### src/rtl/sinhron_pulse_gen_pkg.sv
`default_nettype none
// ============================================================================
//  Module      : sinhron_pkg
//  Description : Shared types and constants for the synchronisation pulse
//                generator: channel FSM state encoding, channel indices and
//                configuration reset values.
//  Revision    : 1.0 - initial release
// ============================================================================
package sinhron_pkg;

    // Per-channel strobe FSM
    typedef enum logic [1:0] {
        IDLE  = 2'd0,
        DELAY = 2'd1,
        PULSE = 2'd2,
        DONE  = 2'd3
    } ch_state_t;

    // Channel index of each time-match flag
    localparam int CH_TNO  = 0;
    localparam int CH_TNC  = 1;
    localparam int CH_TOBM = 2;
    localparam int CH_TNI  = 3;
    localparam int CH_TKI  = 4;
    localparam int CH_TNP  = 5;
    localparam int CH_TKP  = 6;

    // Configuration values restored by reset, in ticks
    localparam logic [7:0] DEF_DELAY = 8'd0;
    localparam logic [7:0] DEF_WIDTH = 8'd10;

endpackage
`default_nettype wire

### src/rtl/sinhron_pulse_gen_if.sv
`default_nettype none
// ============================================================================
//  Module      : sinhron_pulse_gen_if
//  Description : Bus-side signal bundle of the synchronisation pulse
//                generator: match flags, arm strobes, configuration write
//                port and the per-channel strobe/status outputs.
//  Revision    : 1.0 - initial release
// ============================================================================
interface sinhron_pulse_gen_if #(
    parameter int N_CH = 7
);
    logic [N_CH-1:0] mk_in;
    logic [N_CH-1:0] arm;
    logic            cfg_we;
    logic [3:0]      cfg_adr;
    logic [15:0]     cfg_data;
    logic [N_CH-1:0] pulse_out;
    logic [N_CH-1:0] busy;
    logic [N_CH-1:0] done;
    logic            tick_out;

    // Driver side (timer-compare block / bus host)
    modport master (
        output mk_in, arm, cfg_we, cfg_adr, cfg_data,
        input  pulse_out, busy, done, tick_out
    );

    // Pulse generator side
    modport slave (
        input  mk_in, arm, cfg_we, cfg_adr, cfg_data,
        output pulse_out, busy, done, tick_out
    );
endinterface
`default_nettype wire

### src/rtl/sinhron_pulse_gen_ch.sv
`default_nettype none
// ============================================================================
//  Module      : sinhron_pulse_ch
//  Description : One strobe channel: IDLE -> DELAY -> PULSE -> DONE state
//                machine with a tick-driven down counter. Delay and width
//                are sampled at the trigger, so later config writes only
//                affect the next strobe.
//                Optional macro SINHRON_PULSE_MISS_CNT_EN adds a 4-bit
//                saturating count of triggers that arrived while busy/done.
//  Revision    : 1.0 - initial release
// ============================================================================
module sinhron_pulse_ch
    import sinhron_pkg::*;
#(
    parameter int CNT_W = 8
) (
    input  logic             clk,
    input  logic             reset,
    input  logic             tick_i,
    input  logic             trig_i,
    input  logic             arm_i,
    input  logic [CNT_W-1:0] delay_i,
    input  logic [CNT_W-1:0] width_i,
    output logic             pulse_o,
    output logic             busy_o,
    output logic             done_o
`ifdef SINHRON_PULSE_MISS_CNT_EN
    ,
    output logic [3:0]       miss_cnt_o
`endif
);

    ch_state_t        state_q, state_d;
    logic [CNT_W-1:0] cnt_q,   cnt_d;
    logic [CNT_W-1:0] wlat_q,  wlat_d;
    logic             pulse_q, pulse_d;

    // A programmed width of 0 still yields a one-tick strobe
    logic [CNT_W-1:0] w_trig_width;
    logic [CNT_W-1:0] w_lat_width;
    assign w_trig_width = (width_i == '0) ? CNT_W'(1) : width_i;
    assign w_lat_width  = (wlat_q  == '0) ? CNT_W'(1) : wlat_q;

    // State, counter, latched width and strobe registers
    always_ff @(posedge clk or negedge reset) begin
        if (!reset) begin
            state_q <= IDLE;
            cnt_q   <= '0;
            wlat_q  <= '0;
            pulse_q <= 1'b0;
        end else begin
            state_q <= state_d;
            cnt_q   <= cnt_d;
            wlat_q  <= wlat_d;
            pulse_q <= pulse_d;
        end
    end

    // Next-state logic; arm aborts from any state and beats a same-cycle trigger
    always_comb begin
        state_d = state_q;
        cnt_d   = cnt_q;
        wlat_d  = wlat_q;
        pulse_d = pulse_q;
        if (arm_i) begin
            state_d = IDLE;
            cnt_d   = '0;
            pulse_d = 1'b0;
        end else begin
            case (state_q)
                IDLE: begin
                    if (trig_i) begin
                        wlat_d = width_i;
                        if (delay_i == '0) begin
                            state_d = PULSE;
                            cnt_d   = w_trig_width;
                            pulse_d = 1'b1;
                        end else begin
                            state_d = DELAY;
                            cnt_d   = delay_i;
                        end
                    end
                end
                DELAY: begin
                    if (tick_i) begin
                        if (cnt_q == CNT_W'(1)) begin
                            state_d = PULSE;
                            cnt_d   = w_lat_width;
                            pulse_d = 1'b1;
                        end else begin
                            cnt_d = cnt_q - CNT_W'(1);
                        end
                    end
                end
                PULSE: begin
                    if (tick_i) begin
                        if (cnt_q == CNT_W'(1)) begin
                            state_d = DONE;
                            pulse_d = 1'b0;
                        end else begin
                            cnt_d = cnt_q - CNT_W'(1);
                        end
                    end
                end
                DONE: begin
                    // Parked until arm
                end
                default: begin
                    state_d = IDLE;
                    cnt_d   = '0;
                    pulse_d = 1'b0;
                end
            endcase
        end
    end

    assign pulse_o = pulse_q;
    assign busy_o  = (state_q == DELAY) || (state_q == PULSE);
    assign done_o  = (state_q == DONE);

`ifdef SINHRON_PULSE_MISS_CNT_EN
    logic [3:0] miss_q, miss_d;

    // Count triggers lost because the channel was not idle; saturates at 15
    always_comb begin
        miss_d = miss_q;
        if (arm_i) begin
            miss_d = 4'd0;
        end else if (trig_i && (state_q != IDLE) && (miss_q != 4'hF)) begin
            miss_d = miss_q + 4'd1;
        end
    end

    // Miss counter register
    always_ff @(posedge clk or negedge reset) begin
        if (!reset) begin
            miss_q <= 4'd0;
        end else begin
            miss_q <= miss_d;
        end
    end

    assign miss_cnt_o = miss_q;
`endif

endmodule
`default_nettype wire

### src/rtl/sinhron_pulse_gen.sv
`default_nettype none
// ============================================================================
//  Module      : sinhron_pulse_gen
//  Description : Converts rising edges of the timer-compare match flags into
//                delayed, fixed-width synchronisation strobes counted in
//                1 us ticks. Holds the tick generator, match-edge registers
//                and per-channel delay/width configuration; one
//                sinhron_pulse_ch per channel.
//                Optional macro SINHRON_PULSE_MISS_CNT_EN adds the miss_cnt
//                output (4 bits per channel).
//  Revision    : 1.0 - initial release
// ============================================================================
module sinhron_pulse_gen
    import sinhron_pkg::*;
#(
    parameter int N_CH     = 7,
    parameter int TICK_DIV = 20,
    parameter int CNT_W    = 8
) (
    input  logic                clk,
    input  logic                reset,
`ifdef SINHRON_PULSE_MISS_CNT_EN
    output logic [4*N_CH-1:0]   miss_cnt,
`endif
    sinhron_pulse_gen_if.slave  bus
);

    logic [7:0]       tick_cnt_q;
    logic             w_tick;
    logic [N_CH-1:0]  mk_q;
    logic [N_CH-1:0]  w_trig;
    logic [N_CH-1:0]  w_pulse;
    logic [N_CH-1:0]  w_busy;
    logic [N_CH-1:0]  w_done;
    logic [CNT_W-1:0] delay_q [N_CH];
    logic [CNT_W-1:0] width_q [N_CH];

    // Tick fires on the last count of each period
    assign w_tick = (tick_cnt_q == 8'(TICK_DIV - 1));

    // Free-running tick divider, wraps after TICK_DIV clocks
    always_ff @(posedge clk or negedge reset) begin
        if (!reset) begin
            tick_cnt_q <= 8'd0;
        end else if (w_tick) begin
            tick_cnt_q <= 8'd0;
        end else begin
            tick_cnt_q <= tick_cnt_q + 8'd1;
        end
    end

    // Previous match levels for rising-edge detection
    always_ff @(posedge clk or negedge reset) begin
        if (!reset) begin
            mk_q <= '0;
        end else begin
            mk_q <= bus.mk_in;
        end
    end

    assign w_trig = bus.mk_in & ~mk_q;

    // Configuration store; addresses outside the channel range match nothing
    always_ff @(posedge clk or negedge reset) begin
        if (!reset) begin
            for (int i = 0; i < N_CH; i++) begin
                delay_q[i] <= CNT_W'(DEF_DELAY);
                width_q[i] <= CNT_W'(DEF_WIDTH);
            end
        end else if (bus.cfg_we) begin
            for (int i = 0; i < N_CH; i++) begin
                if (bus.cfg_adr == 4'(i)) begin
                    delay_q[i] <= CNT_W'(bus.cfg_data[15:8]);
                    width_q[i] <= CNT_W'(bus.cfg_data[7:0]);
                end
            end
        end
    end

    for (genvar gi = 0; gi < N_CH; gi++) begin : g_ch
        sinhron_pulse_ch #(
            .CNT_W      (CNT_W)
        ) u_ch (
            .clk        (clk),
            .reset      (reset),
            .tick_i     (w_tick),
            .trig_i     (w_trig[gi]),
            .arm_i      (bus.arm[gi]),
            .delay_i    (delay_q[gi]),
            .width_i    (width_q[gi]),
            .pulse_o    (w_pulse[gi]),
            .busy_o     (w_busy[gi]),
            .done_o     (w_done[gi])
`ifdef SINHRON_PULSE_MISS_CNT_EN
            ,
            .miss_cnt_o (miss_cnt[gi*4 +: 4])
`endif
        );
    end

    assign bus.pulse_out = w_pulse;
    assign bus.busy      = w_busy;
    assign bus.done      = w_done;
    assign bus.tick_out  = w_tick;

endmodule
`default_nettype wire

### src/flat_wrapper.sv
// flat-port wrapper written by rule: the top's interface ports become plain ports
module sinhron_pulse_gen_flat import sinhron_pkg::*;
#(
    parameter int N_CH     = 7,
    parameter int TICK_DIV = 20,
    parameter int CNT_W    = 8
)
  (clk, reset, bus_mk_in, bus_arm, bus_cfg_we, bus_cfg_adr, bus_cfg_data, bus_pulse_out, bus_busy, bus_done, bus_tick_out);
  sinhron_pulse_gen_if #(.N_CH(N_CH)) bus_i ();
  input  logic clk;
  input  logic reset;
  input wire logic [$bits(bus_i.mk_in)-1:0] bus_mk_in;
  input wire logic [$bits(bus_i.arm)-1:0] bus_arm;
  input wire logic [$bits(bus_i.cfg_we)-1:0] bus_cfg_we;
  input wire logic [$bits(bus_i.cfg_adr)-1:0] bus_cfg_adr;
  input wire logic [$bits(bus_i.cfg_data)-1:0] bus_cfg_data;
  output wire logic [$bits(bus_i.pulse_out)-1:0] bus_pulse_out;
  output wire logic [$bits(bus_i.busy)-1:0] bus_busy;
  output wire logic [$bits(bus_i.done)-1:0] bus_done;
  output wire logic [$bits(bus_i.tick_out)-1:0] bus_tick_out;
  assign bus_i.mk_in = bus_mk_in;
  assign bus_i.arm = bus_arm;
  assign bus_i.cfg_we = bus_cfg_we;
  assign bus_i.cfg_adr = bus_cfg_adr;
  assign bus_i.cfg_data = bus_cfg_data;
  assign bus_pulse_out = bus_i.pulse_out;
  assign bus_busy = bus_i.busy;
  assign bus_done = bus_i.done;
  assign bus_tick_out = bus_i.tick_out;
  sinhron_pulse_gen #(.N_CH(N_CH), .TICK_DIV(TICK_DIV), .CNT_W(CNT_W)) u_core (.clk(clk), .reset(reset), .bus(bus_i));
endmodule
### config.mk
export PLATFORM = sky130hd
export DESIGN_NAME = sinhron_pulse_gen_flat
export DESIGN_NICKNAME = d
export VERILOG_FILES = /design/src/rtl/sinhron_pulse_gen_pkg.sv /design/src/rtl/sinhron_pulse_gen_if.sv /design/src/rtl/sinhron_pulse_gen_ch.sv /design/src/rtl/sinhron_pulse_gen.sv /design/src/flat_wrapper.sv
export SDC_FILE = /design/constraint.sdc
export NUM_CORES = 1
export LEC_CHECK = 0
export ABC_AREA = 1
export CELL_PAD_IN_SITES_DETAIL_PLACEMENT = 1
export CELL_PAD_IN_SITES_GLOBAL_PLACEMENT = 1
export CORE_MARGIN = 2
export CORE_UTILIZATION = 25
export CTS_BUF_LIST = sky130_fd_sc_hd__clkbuf_2
export DETAILED_ROUTE_END_ITERATION = 10
export PLACE_DENSITY_LB_ADDON = 0.3
export SYNTH_ARGS = -nofsm -noshare
export SYNTH_HDL_FRONTEND = slang
export SYNTH_HIERARCHICAL = 1
export SYNTH_SLANG_ARGS = --single-unit
### constraint.sdc
create_clock -name clk -period 3.05 [get_ports clk]
set_input_delay 0.61 -clock clk [delete_from_list [all_inputs] [get_ports clk]]
set_output_delay 0.61 -clock clk [all_outputs]
set_load 0.02 [all_outputs]
==> results.json <==
{
  "critical_path_buf_inv_count": 1,
  "finalSetupTns_ns": 0,
  "cts-root-buf": "clkbuf_2",
  "rows": 92,
  "drive_gt1_share_pct": 14.2,
  "clk_path_buf_depth": 3,
  "crit_chain": "ha_1 > clkdlybuf4s50_1",
  "start_kind": "flip-flop",
  "port_buffers": 58,
  "final.min_clock_period_ns": 2.81,
  "synth_nets": 2352,
  "syn_avg_cell_area_um2": 7.07,
  "drt_first_pass_iters": 4,
  "crit_path_max_incr_delay_ns": 0.60,
  "vias": 14600,
  "track_usage_pct": 15.4,
  "antenna_found_initial": 10,
  "syn_to_final_growth_pct": 14.6,
  "ios": 59,
  "place_congestion": 0.803,
  "start_util_pct": 25.4,
  "cp_top_family": "buffers and inverters",
  "finClkSkew_ns": 0.0722,
  "hpwl_mm": 37.2,
  "p_per_area_nw_per_um2": 973,
  "post_cts_buffers": 0,
  "ys.flop_type": "dfrtp_1",
  "h-tree-depth": 3,
  "setup_viol": 0,
  "numCtsBuffers": 81,
  "fin_crit_sh_pct": 92.1,
  "final_cells": 3306,
  "synth_cell_type_count": 33,
  "irDropWorstVdd_mv": 0.201,
  "multi_input_area_um2": 8090,
  "synth.cell_area_um2": 16100,
  "fillers": 8008,
  "core_area_um2": 63300,
  "slew_headroom_pct": 51.4,
  "ys_seq_elements": 260,
  "tightestPinTransition_ns": 0.726,
  "hold_violations": 0,
  "status": "finished clean",
  "synth-edff-count": 0,
  "grt_remaining_overflow": 0,
  "syn_inst": 2272,
  "die_area_um2": 66300,
  "die_y_um": 257,
  "grt_first_pass_wirelength_mm": 82.3,
  "hold_path.class": "input pin to asynchronous set/reset pin",
  "grt_pass1_vias": 15700,
  "grt_max_degree": 71,
  "wire_per_inst_um": 15.1,
  "critPathMaxFanout": 4,
  "ys.warnings.count": 6,
  "cp-end-kind": "output port",
  "max_freq_mhz": 356,
  "viasPerCell": 4.41,
  "die_w_um": 257,
  "dp_cells": 3145,
  "drt-total-wl_mm": 50.0,
  "path_class": "flip-flop to output port",
  "antenna_left": 0,
  "cts.sinks": 260,
  "worstPathRequired_ns": 2.44,
  "clock_latency_ns": 1.03,
  "cts_tree": "done",
  "cp.arrival_ns": 2.20,
  "yosysSeqAreaShare_pct": 40.6,
  "slew_viol_final": 0,
  "seqCellArea_um2": 6520,
  "rsz0062_at_grt": "no",
  "clk_pin_slew_ns": 0.11,
  "async_flop_share_pct": 100,
  "power_uw": 17900,
  "drc": 0,
  "finalNetCount": 2470,
  "initialDrtViolationCount": 592,
  "slowest_stage": "clkdlybuf4s50_1",
  "p_leak_uw": 0.00955,
  "maxCapViolCount": 0
}
sequential cells by signal (all words and copies together) (netlist names):
register / count
u_core/delay_q: 56
u_core/g_ch.u_ch/cnt_q: 56
u_core/g_ch.u_ch/pulse_o: 7
u_core/g_ch.u_ch/state_q: 14
u_core/g_ch.u_ch/wlat_q: 56
u_core/mk_q: 7
u_core/tick_cnt_q: 8
u_core/width_q: 56
Yosys cell counts, drive strengths merged (8+ instances only):
master | number | area share (%)
ha | 43 | 3.4
buf | 37 | 1.7
nand3 | 148 | 5.3
nand4 | 9 | 0.35
inv | 301 | 7.0
nand2 | 818 | 20
o21ai | 228 | 7.9
dfstp | 14 | 2.3
dfrtp | 246 | 38
nor2 | 315 | 8.5
a21oi | 50 | 1.7
nor3 | 8 | 0.25
nand3b | 8 | 0.62
xor2 | 12 | 0.65
xnor2 | 11 | 0.60
report_power, final:
group | internal (uW) | total [uW] | switching, uW
Sequential | 4540 | 5480 | 934
Combinational | 3350 | 9570 | 6220
Clock | 1170 | 2870 | 1700
final cells by class:
class / instances / share of cell area [%]
Antenna cell: 5 / 0.0680
Clock buffer: 125 / 3.40
Clock inverter: 23 / 0.653
Inverter: 304 / 6.43
Multi-Input combinational cell: 1665 / 44.0
Sequential cell: 260 / 35.5
Tap cell: 846 / 5.75
Timing Repair Buffer: 78 / 4.29
cells by family after synthesis:
group | count (synthesis) | synth area share, %
flip-flops | 260 | 40.6
AO/OA/AOI/OAI | 286 | 9.95
AND/OR/NAND/NOR | 1313 | 35.6
adder cells (fa/ha/maj) | 43 | 3.35
buffers and inverters | 347 | 9.26
XOR/XNOR | 23 | 1.25
per-stage QoR:
step           hold slack [ns]  area (um2)  worst slack (ns)  util (%)
3_5_place_dp             0.470       17500             0.680      27.7
5_1_grt                  0.112       18400           0.00138      29.1
4_1_cts                 0.0705       18400            0.0151      29.0
2_1_floorplan            0.314       16100              1.02         -
3_3_place_gp             0.464       17500             0.742      27.7
6_report                 0.193       18400             0.240      29.1
worst reg2reg max path: cells and delay by family (launching register included):
| kind | cells | cell delay [ns] |
|---|---|---|
| simple gates | 9 | 1.08 |
| flops | 1 | 0.41 |
| buf+inv | 2 | 0.40 |
| fa+ha+maj | 1 | 0.22 |
per-layer routing:
layer  part of all wire (%)  vias up  wire (um)  global-route usage (%)
met1                     46     6983      23200                    19.3
met5                   0.10        -         51                       0
li1                       -     7337          -                       -
met2                     48      142      23800                    26.2
met3                    3.4      103       1690                    3.47
met4                    2.4       10       1180                    4.62
final timing paths:
| check | from | to | slack [ns] | cells after the start |
|---|---|---|---|---|
| min reg2reg | u_core/width_q[17] | u_core/width_q[17] | 0.49 | 2 |
| min | reset | u_core/width_q[8] | 0.19 | 2 |
| max | u_core/g_ch[3].u_ch/state_q[0] | bus_done[3] | 0.24 | 2 |
| min in group clk | bus_cfg_data[1] | u_core/width_q[33] | 0.23 | 3 |
| max in group asynchronous | reset | u_core/g_ch[6].u_ch/wlat_q[4] | 2.01 | 3 |
| max reg2reg | u_core/tick_cnt_q[0] | u_core/g_ch[2].u_ch/cnt_q[5] | 0.92 | 12 |
layout by cell type (no fill, tap or decap), types with 18 or more instances in the layout:
cell,Yosys,layout
dfrtp_1,246,246
ha_1,43,39
clkdlybuf4s50_1,0,49
nand2_4,20,20
clkbuf_2,2,125
o21ai_1,37,37
nand2_2,18,18
nor2_1,271,270
a21oi_1,43,43
nor2_2,30,31
inv_2,30,34
o21ai_0,159,159
inv_1,271,271
nand2_1,780,780
o21ai_2,32,32
nand3_1,138,138
repair_timing:
action	4_1_cts	5_1_grt
pin swaps	0	0
endpoints found under the hold margin	168	0
resized for setup	23	4
hold buffers	8	0
setup endpoints to repair	8	2
Power figures use the tool's default switching activity.
==> patch 1: new RTL, same settings <==
`CNT_W` is set to 8 in 3 places; all go to 10.
--- a/src/rtl/sinhron_pulse_gen_ch.sv
+++ b/src/rtl/sinhron_pulse_gen_ch.sv
@@ -14,3 +14,3 @@
 #(
-    parameter int CNT_W = 8
+    parameter int CNT_W = 10
 ) (
--- a/src/rtl/sinhron_pulse_gen.sv
+++ b/src/rtl/sinhron_pulse_gen.sv
@@ -17,3 +17,3 @@
     parameter int TICK_DIV = 20,
-    parameter int CNT_W    = 8
+    parameter int CNT_W    = 10
 ) (
--- a/src/flat_wrapper.sv
+++ b/src/flat_wrapper.sv
@@ -5,3 +5,3 @@
     parameter int TICK_DIV = 20,
-    parameter int CNT_W    = 8
+    parameter int CNT_W    = 10
 )
Function: no difference found for any inputs over 4 cycles, from zero or initial values and one cycle with reset low; that may be too few to reach the edited logic, so the function may still have changed.
==> patch 1 against the unedited design <==
  * Wire length grew 13%
  * Cell area grew 13%
  * Largest power group unchanged
  * Synthesized area grew 11%
  * Combinational power grew 2.3%
  * Clock skew grew 0.042 ns
  * Sequential cell count grew 28
  * Die area grew 11%
  * Synthesized cell count grew 11%
  * Final cell count grew 13%
  * Worst setup slack lost 0.037 ns
  * Power grew 6.7%
==> patch 1: results (changes against the unedited design) <==
The run gives 20.05% (+0.80 points) as the met1 track demand over resource in global routing. Global-route usage over all layers: 15.58% (+0.23 points). The minimum setup slack after placement was 0.6184 ns (-0.06209 ns).

Adder-cell area share of the yosys netlist: 3.006% (-0.34 points). The number of hold-repair buffers added at the cts stage is 15 (+7). The portion of the post-synthesis area used by sequential elements was 40.37% (-0.26 points). The combinational cell power was 0.00979 W (+2.3%); the number of antenna violations at the first check in global routing was 2 (-8). The fill cell instance count of the final layout was 8946 (+12%); the largest net degree at the start of global routing was 69 (-2.8%). The xor-xnor portion of the synthesized cell area is 1.517% (+0.26 points). The run gives 2.24 ns (+0.04 ns) as the data arrival at the endpoint of the critical path. The multiplexer share of the synthesized area came out at 0.2517% (+0.25 points).

For the met3 global-route usage, the log shows 2.937% (-0.53 points). The logs give 0.1722 ns (-0.02101 ns) for the final worst hold slack and 1.10 ns (+0.07 ns) for the clock insertion delay at the later pin of the skew report. Proportion of total power due to net switching: 49.25% (-0.14 points). The logs give 0.8074 (+0.54%) for the final estimated routing congestion in global placement and 26400 um (+11%) for the routed length on met2. The count of TritonRoute iterations in the first routing pass is 8 (+4), and the ratio of cells with drive above 1 in the final layout is 12.28% (-1.9 points). The met1 layer wirelength in the final routing is 26570 um (+14%), and the number of DRC violations after detailed-routing iteration 0 is 671 (+13%). The number of clock buffers inserted by TritonCTS is 91 (+12%).

The met2 demand-to-capacity share in global routing was 26.07% (-0.11 points). The tools report the peak supply drop as 0.4225 mV (+110%). The switching power was 0.009410 W (+6.4%); the wire length reported by the detailed router was 56250 um (+13%). Sorting the synthesized cells by area gives the leading types as sky130_fd_sc_hd__dfrtp_1, sky130_fd_sc_hd__nand2_1, sky130_fd_sc_hd__inv_1. HPWL reported at the end of detailed placement: 41360 um (+11%). For the routed via count, the log shows 16520 (+13%). The highest layer touched by signal routing is met4. The post-cts repair resize count was 31 (+35%).

The run finished with clean final reports. The total leakage power is 10.64 nW (+11%), and the first-pass GRT wire length is 92870 um (+13%). For the total number of nets in the final design, the log shows 2789 (+13%).

The run gives 41 (+24%) as the count of unique library cells instantiated by Yosys.
==> patch 1: cell count changes in the layout (fill, tap and decap cells not counted), sizes merged, moves of 9 or more <==
cell    before  now
nand2      818  921
xor2        12   21
o21ai      228  207
conb         0   56
nand3b       8   60
nand3      148  212
nand4        9   25
dfrtp      246  274
clkinv      17   38
buf         14   32
a21oi       50   28
==> patch 1: cell type report <==
type / instances / area share, %
Inverter: 304 / 5.508
Timing Repair Buffer: 101 / 4.674
Sequential cell: 288 / 34.64
Multi-Input combinational cell: 1923 / 45.39
Clock inverter: 42 / 0.9840
Antenna cell: 2 / 0.02400
Clock buffer: 128 / 3.072
Tap cell: 950 / 5.700
==> patch 1: per-stage QoR <==
stage	cell area [um2]	std cells
floorplan	18100	2578
global placement	19820	3551
detailed placement	19820	3551
CTS	20840	3736
global route	20850	3738
finish	20850	3738
==> patch 1: worst paths after layout <==
kind / start / endpoint / slack, ns / cells after the start
hold / removal: bus_cfg_data[1] / u_core/width_q[1]$_DFFE_PN1P_ / 0.17 / 3
min in group asynchronous: reset / u_core/g_ch[0].u_ch/cnt_q[6]$_DFFE_PN0P_ / 0.56 / 3
max in group asynchronous: reset / u_core/width_q[23]$_DFFE_PN1P_ / 1.66 / 4
setup / recovery: u_core/g_ch[0].u_ch/state_q[0]$_DFFE_PN0P_ / bus_done[0] / 0.20 / 2
hold reg to reg: u_core/width_q[11]$_DFFE_PN1P_ / u_core/width_q[11]$_DFFE_PN1P_ / 0.49 / 2
setup reg to reg: u_core/g_ch[5].u_ch/state_q[0]$_DFFE_PN0P_ / u_core/g_ch[5].u_ch/cnt_q[7]$_DFFE_PN0P_ / 0.99 / 9
==> patch 1: critical path, delay by kind of cell (launching register included) <==
kind | cells | cell delay, ns
adders and majority gates | 1 | 0.17
buffers and inverters | 1 | 0.60
DFF | 1 | 0.41
==> patch 2: new RTL, same flow settings <==
Made on the original files. The 4 states of `ch_state_t` get a one-hot encoding in 4 bits.
--- a/src/rtl/sinhron_pulse_gen_pkg.sv
+++ b/src/rtl/sinhron_pulse_gen_pkg.sv
@@ -11,7 +11,7 @@
     // Per-channel strobe FSM
-    typedef enum logic [1:0] {
-        IDLE  = 2'd0,
-        DELAY = 2'd1,
-        PULSE = 2'd2,
-        DONE  = 2'd3
+    typedef enum logic [3:0] {
+        IDLE  = 4'b0001,
+        DELAY = 4'b0010,
+        PULSE = 4'b0100,
+        DONE  = 4'b1000
     } ch_state_t;
Behaviour: same outputs for any inputs over 4 cycles, from zero or initial values and one cycle with reset low; so few cycles prove little.
==> patch 2 against the unedited design <==
  * Power is 12% lower
  * Sequential cell count increased by 14
  * Maximum frequency down 1.2%
  * Wire length is 2.5% lower
  * Combinational power is 26% lower
  * Via count shrank 0.96%
  * Synthesized area shrank 0.51%
  * Synthesized cell count shrank 3.0%
  * Critical path type unchanged
  * Critical endpoint is now bus_busy[1]
  * Cell area down 0.41%
  * Worst setup slack worse by 0.035 ns
==> patch 2: results (changes against the unedited design) <==
The flow ran to the end, and the final reports show no timing, DRC or antenna violations. The fill cell instance count of the final layout was 7989 (-0.24%). The tools report the capture point of the critical path as bus_busy[1]. The run gives 81410 um (-1.1%) as the first-pass GRT wire length. The HPWL reported at the end of detailed placement was 36220 um (-2.6%); the largest net degree at the start of global routing was 76 (+7.0%). The number of cell instances on the worst register-to-register path is 10 (-2).

The logs give 15310 (-2.3%) for the number of global-route vias before repair and 0.8532 (+6.2%) for the final estimated routing congestion in global placement. Count of TritonRoute iterations in the first routing pass: 5 (+1). The post-synthesis async set-or-reset flop share is 100.0% (unchanged), and the data arrival at the endpoint of the critical path is 2.23 ns (+0.03 ns). The run gives 4 (-6) as the number of antenna violations at the first check in global routing.

The worst-case register-to-register setup slack is 0.85 ns (-0.07 ns). The logs give 86 (+6.2%) for the number of clock buffers inserted by TritonCTS and 15.11% (-0.24 points) for the global-route usage over all layers. The per-cell routed wire length is 15.03 um (-0.59%), and the peak supply drop is 0.2977 mV (+48%). The run gives 9.352 nW (-2.1%) as the total leakage power. The number of cells produced by synthesis is 2203 (-3.0%), and the maximum clock frequency is 351.6 MHz (-1.2%).

For the total number of nets in the final design, the log shows 2376 (-3.8%). The count of unique library cells instantiated by Yosys was 34 (+3.0%). After synthesis, the cell types taking the most area are sky130_fd_sc_hd__dfrtp_1, sky130_fd_sc_hd__nand2_1, sky130_fd_sc_hd__inv_1. Number of DRC violations after detailed-routing iteration 0: 642 (+8.4%). The post-layout instance count excluding filler cells is 3241 (-2.0%), and the portion of the post-synthesis area used by sequential elements is 43.08% (+2.5 points). Capture instance of the worst register-to-register path: u_core/g_ch[6].u_ch/cnt_q[2]$_DFFE_PN0P_. The mean number of vias per cell is 4.454 (+1.0%).

For the cell-internal power, the log shows 0.008383 W (-7.5%). The highest fanout seen on the critical path works out to 7 (+3). The max-slew headroom at the worst pin was 51.83% (+0.42 points).

The commonest cells after synthesis are sky130_fd_sc_hd__nand2_1, sky130_fd_sc_hd__inv_1, sky130_fd_sc_hd__dfrtp_1. The start point of the critical path is u_core/g_ch[1].u_ch/state_q[1]$_DFFE_PN0P_. The tools report the final worst clock skew as 0.06739 ns (-0.004850 ns).
[patch 2: cell type report]
class,count,area share (%)
multi-input cells,1601,42.46
clock inverters,30,0.8398
flip-flops and latches,274,37.56
diodes,4,0.05462
inverters,288,5.899
repair buffers,73,3.994
clock buffers,125,3.414
well taps,846,5.776
[patch 2: kinds of logic (layout without fill, tap and decap cells)]
group / after synthesis / after routing / share of synthesized area [%]
compound gates: 262 / 262 / 9.164
xor+xnor: 23 / 23 / 1.261
fa+ha+maj: 15 / 15 / 1.175
buf+inv: 328 / 516 / 8.568
flops: 274 / 274 / 43.08
mux: 7 / 7 / 0.4934
other cells: 0 / 4 / 0
simple gates: 1294 / 1294 / 36.25
[patch 2: how the worst min path moves through the flow]
stage	from	endpoint	slack, ns	cells past startpoint
floorplan	reset	u_core/delay_q[0]$_DFFE_PN0P_	0.31	0
global placement	u_core/g_ch[0].u_ch/pulse_o$_DFFE_PN0P_	u_core/g_ch[0].u_ch/pulse_o$_DFFE_PN0P_	0.46	2
detailed placement	u_core/g_ch[1].u_ch/pulse_o$_DFFE_PN0P_	u_core/g_ch[1].u_ch/pulse_o$_DFFE_PN0P_	0.47	2
CTS	reset	u_core/g_ch[6].u_ch/cnt_q[3]$_DFFE_PN0P_	0.001	2
global route	reset	u_core/g_ch[2].u_ch/cnt_q[3]$_DFFE_PN0P_	0.05	2
finish	reset	u_core/g_ch[6].u_ch/cnt_q[3]$_DFFE_PN0P_	0.16	2
[patch 2: metal layers]
layer	wire length [um]	global-route usage (%)	vias up
met4	1260	5.168	0
li1	-	-	7225
met5	0	0	-
met2	22450	24.26	195
met3	1426	2.738	93
met1	23560	20.39	6922
[patch 2: power by group through the flow]
stage	Clock [W]	Sequential, W	Combinational [W]
after detailed placement	0	0.00578	0.00716
after floorplan	0	0.00549	0.00546
after global placement	0	0.00575	0.00699
after CTS	0.00315	0.00574	0.00721
final	0.00294	0.00574	0.00710
after global routing	0.00333	0.00591	0.00822
[patch 2: critical path, cell delays in order (launching register included)]
cell                            delay, ns
sky130_fd_sc_hd__dfrtp_1             0.44
sky130_fd_sc_hd__nor2_2              0.15
sky130_fd_sc_hd__nand3_2             0.19
sky130_fd_sc_hd__nand2_4             0.14
sky130_fd_sc_hd__dlygate4sd2_1       0.34
[patch 2: through the flow]
step	area (um2)	hold slack [ns]	utilization (%)	total power [W]
2_1_floorplan	15980	0.3144	-	0.01095
3_3_place_gp	17420	0.4640	27.62	0.01274
3_5_place_dp	17420	0.4700	27.62	0.01294
4_1_cts	18320	0.0009611	29.05	0.01610
5_1_grt	18330	0.04607	29.05	0.01746
6_report	18330	0.1604	29.05	0.01578
[patch 2: what timing repair did]
action | in CTS | in global routing
endpoints found under the hold margin | 227 | 0
resized for setup | 30 | 7
hold buffers | 8 | 0
setup endpoints to repair | 15 | 6
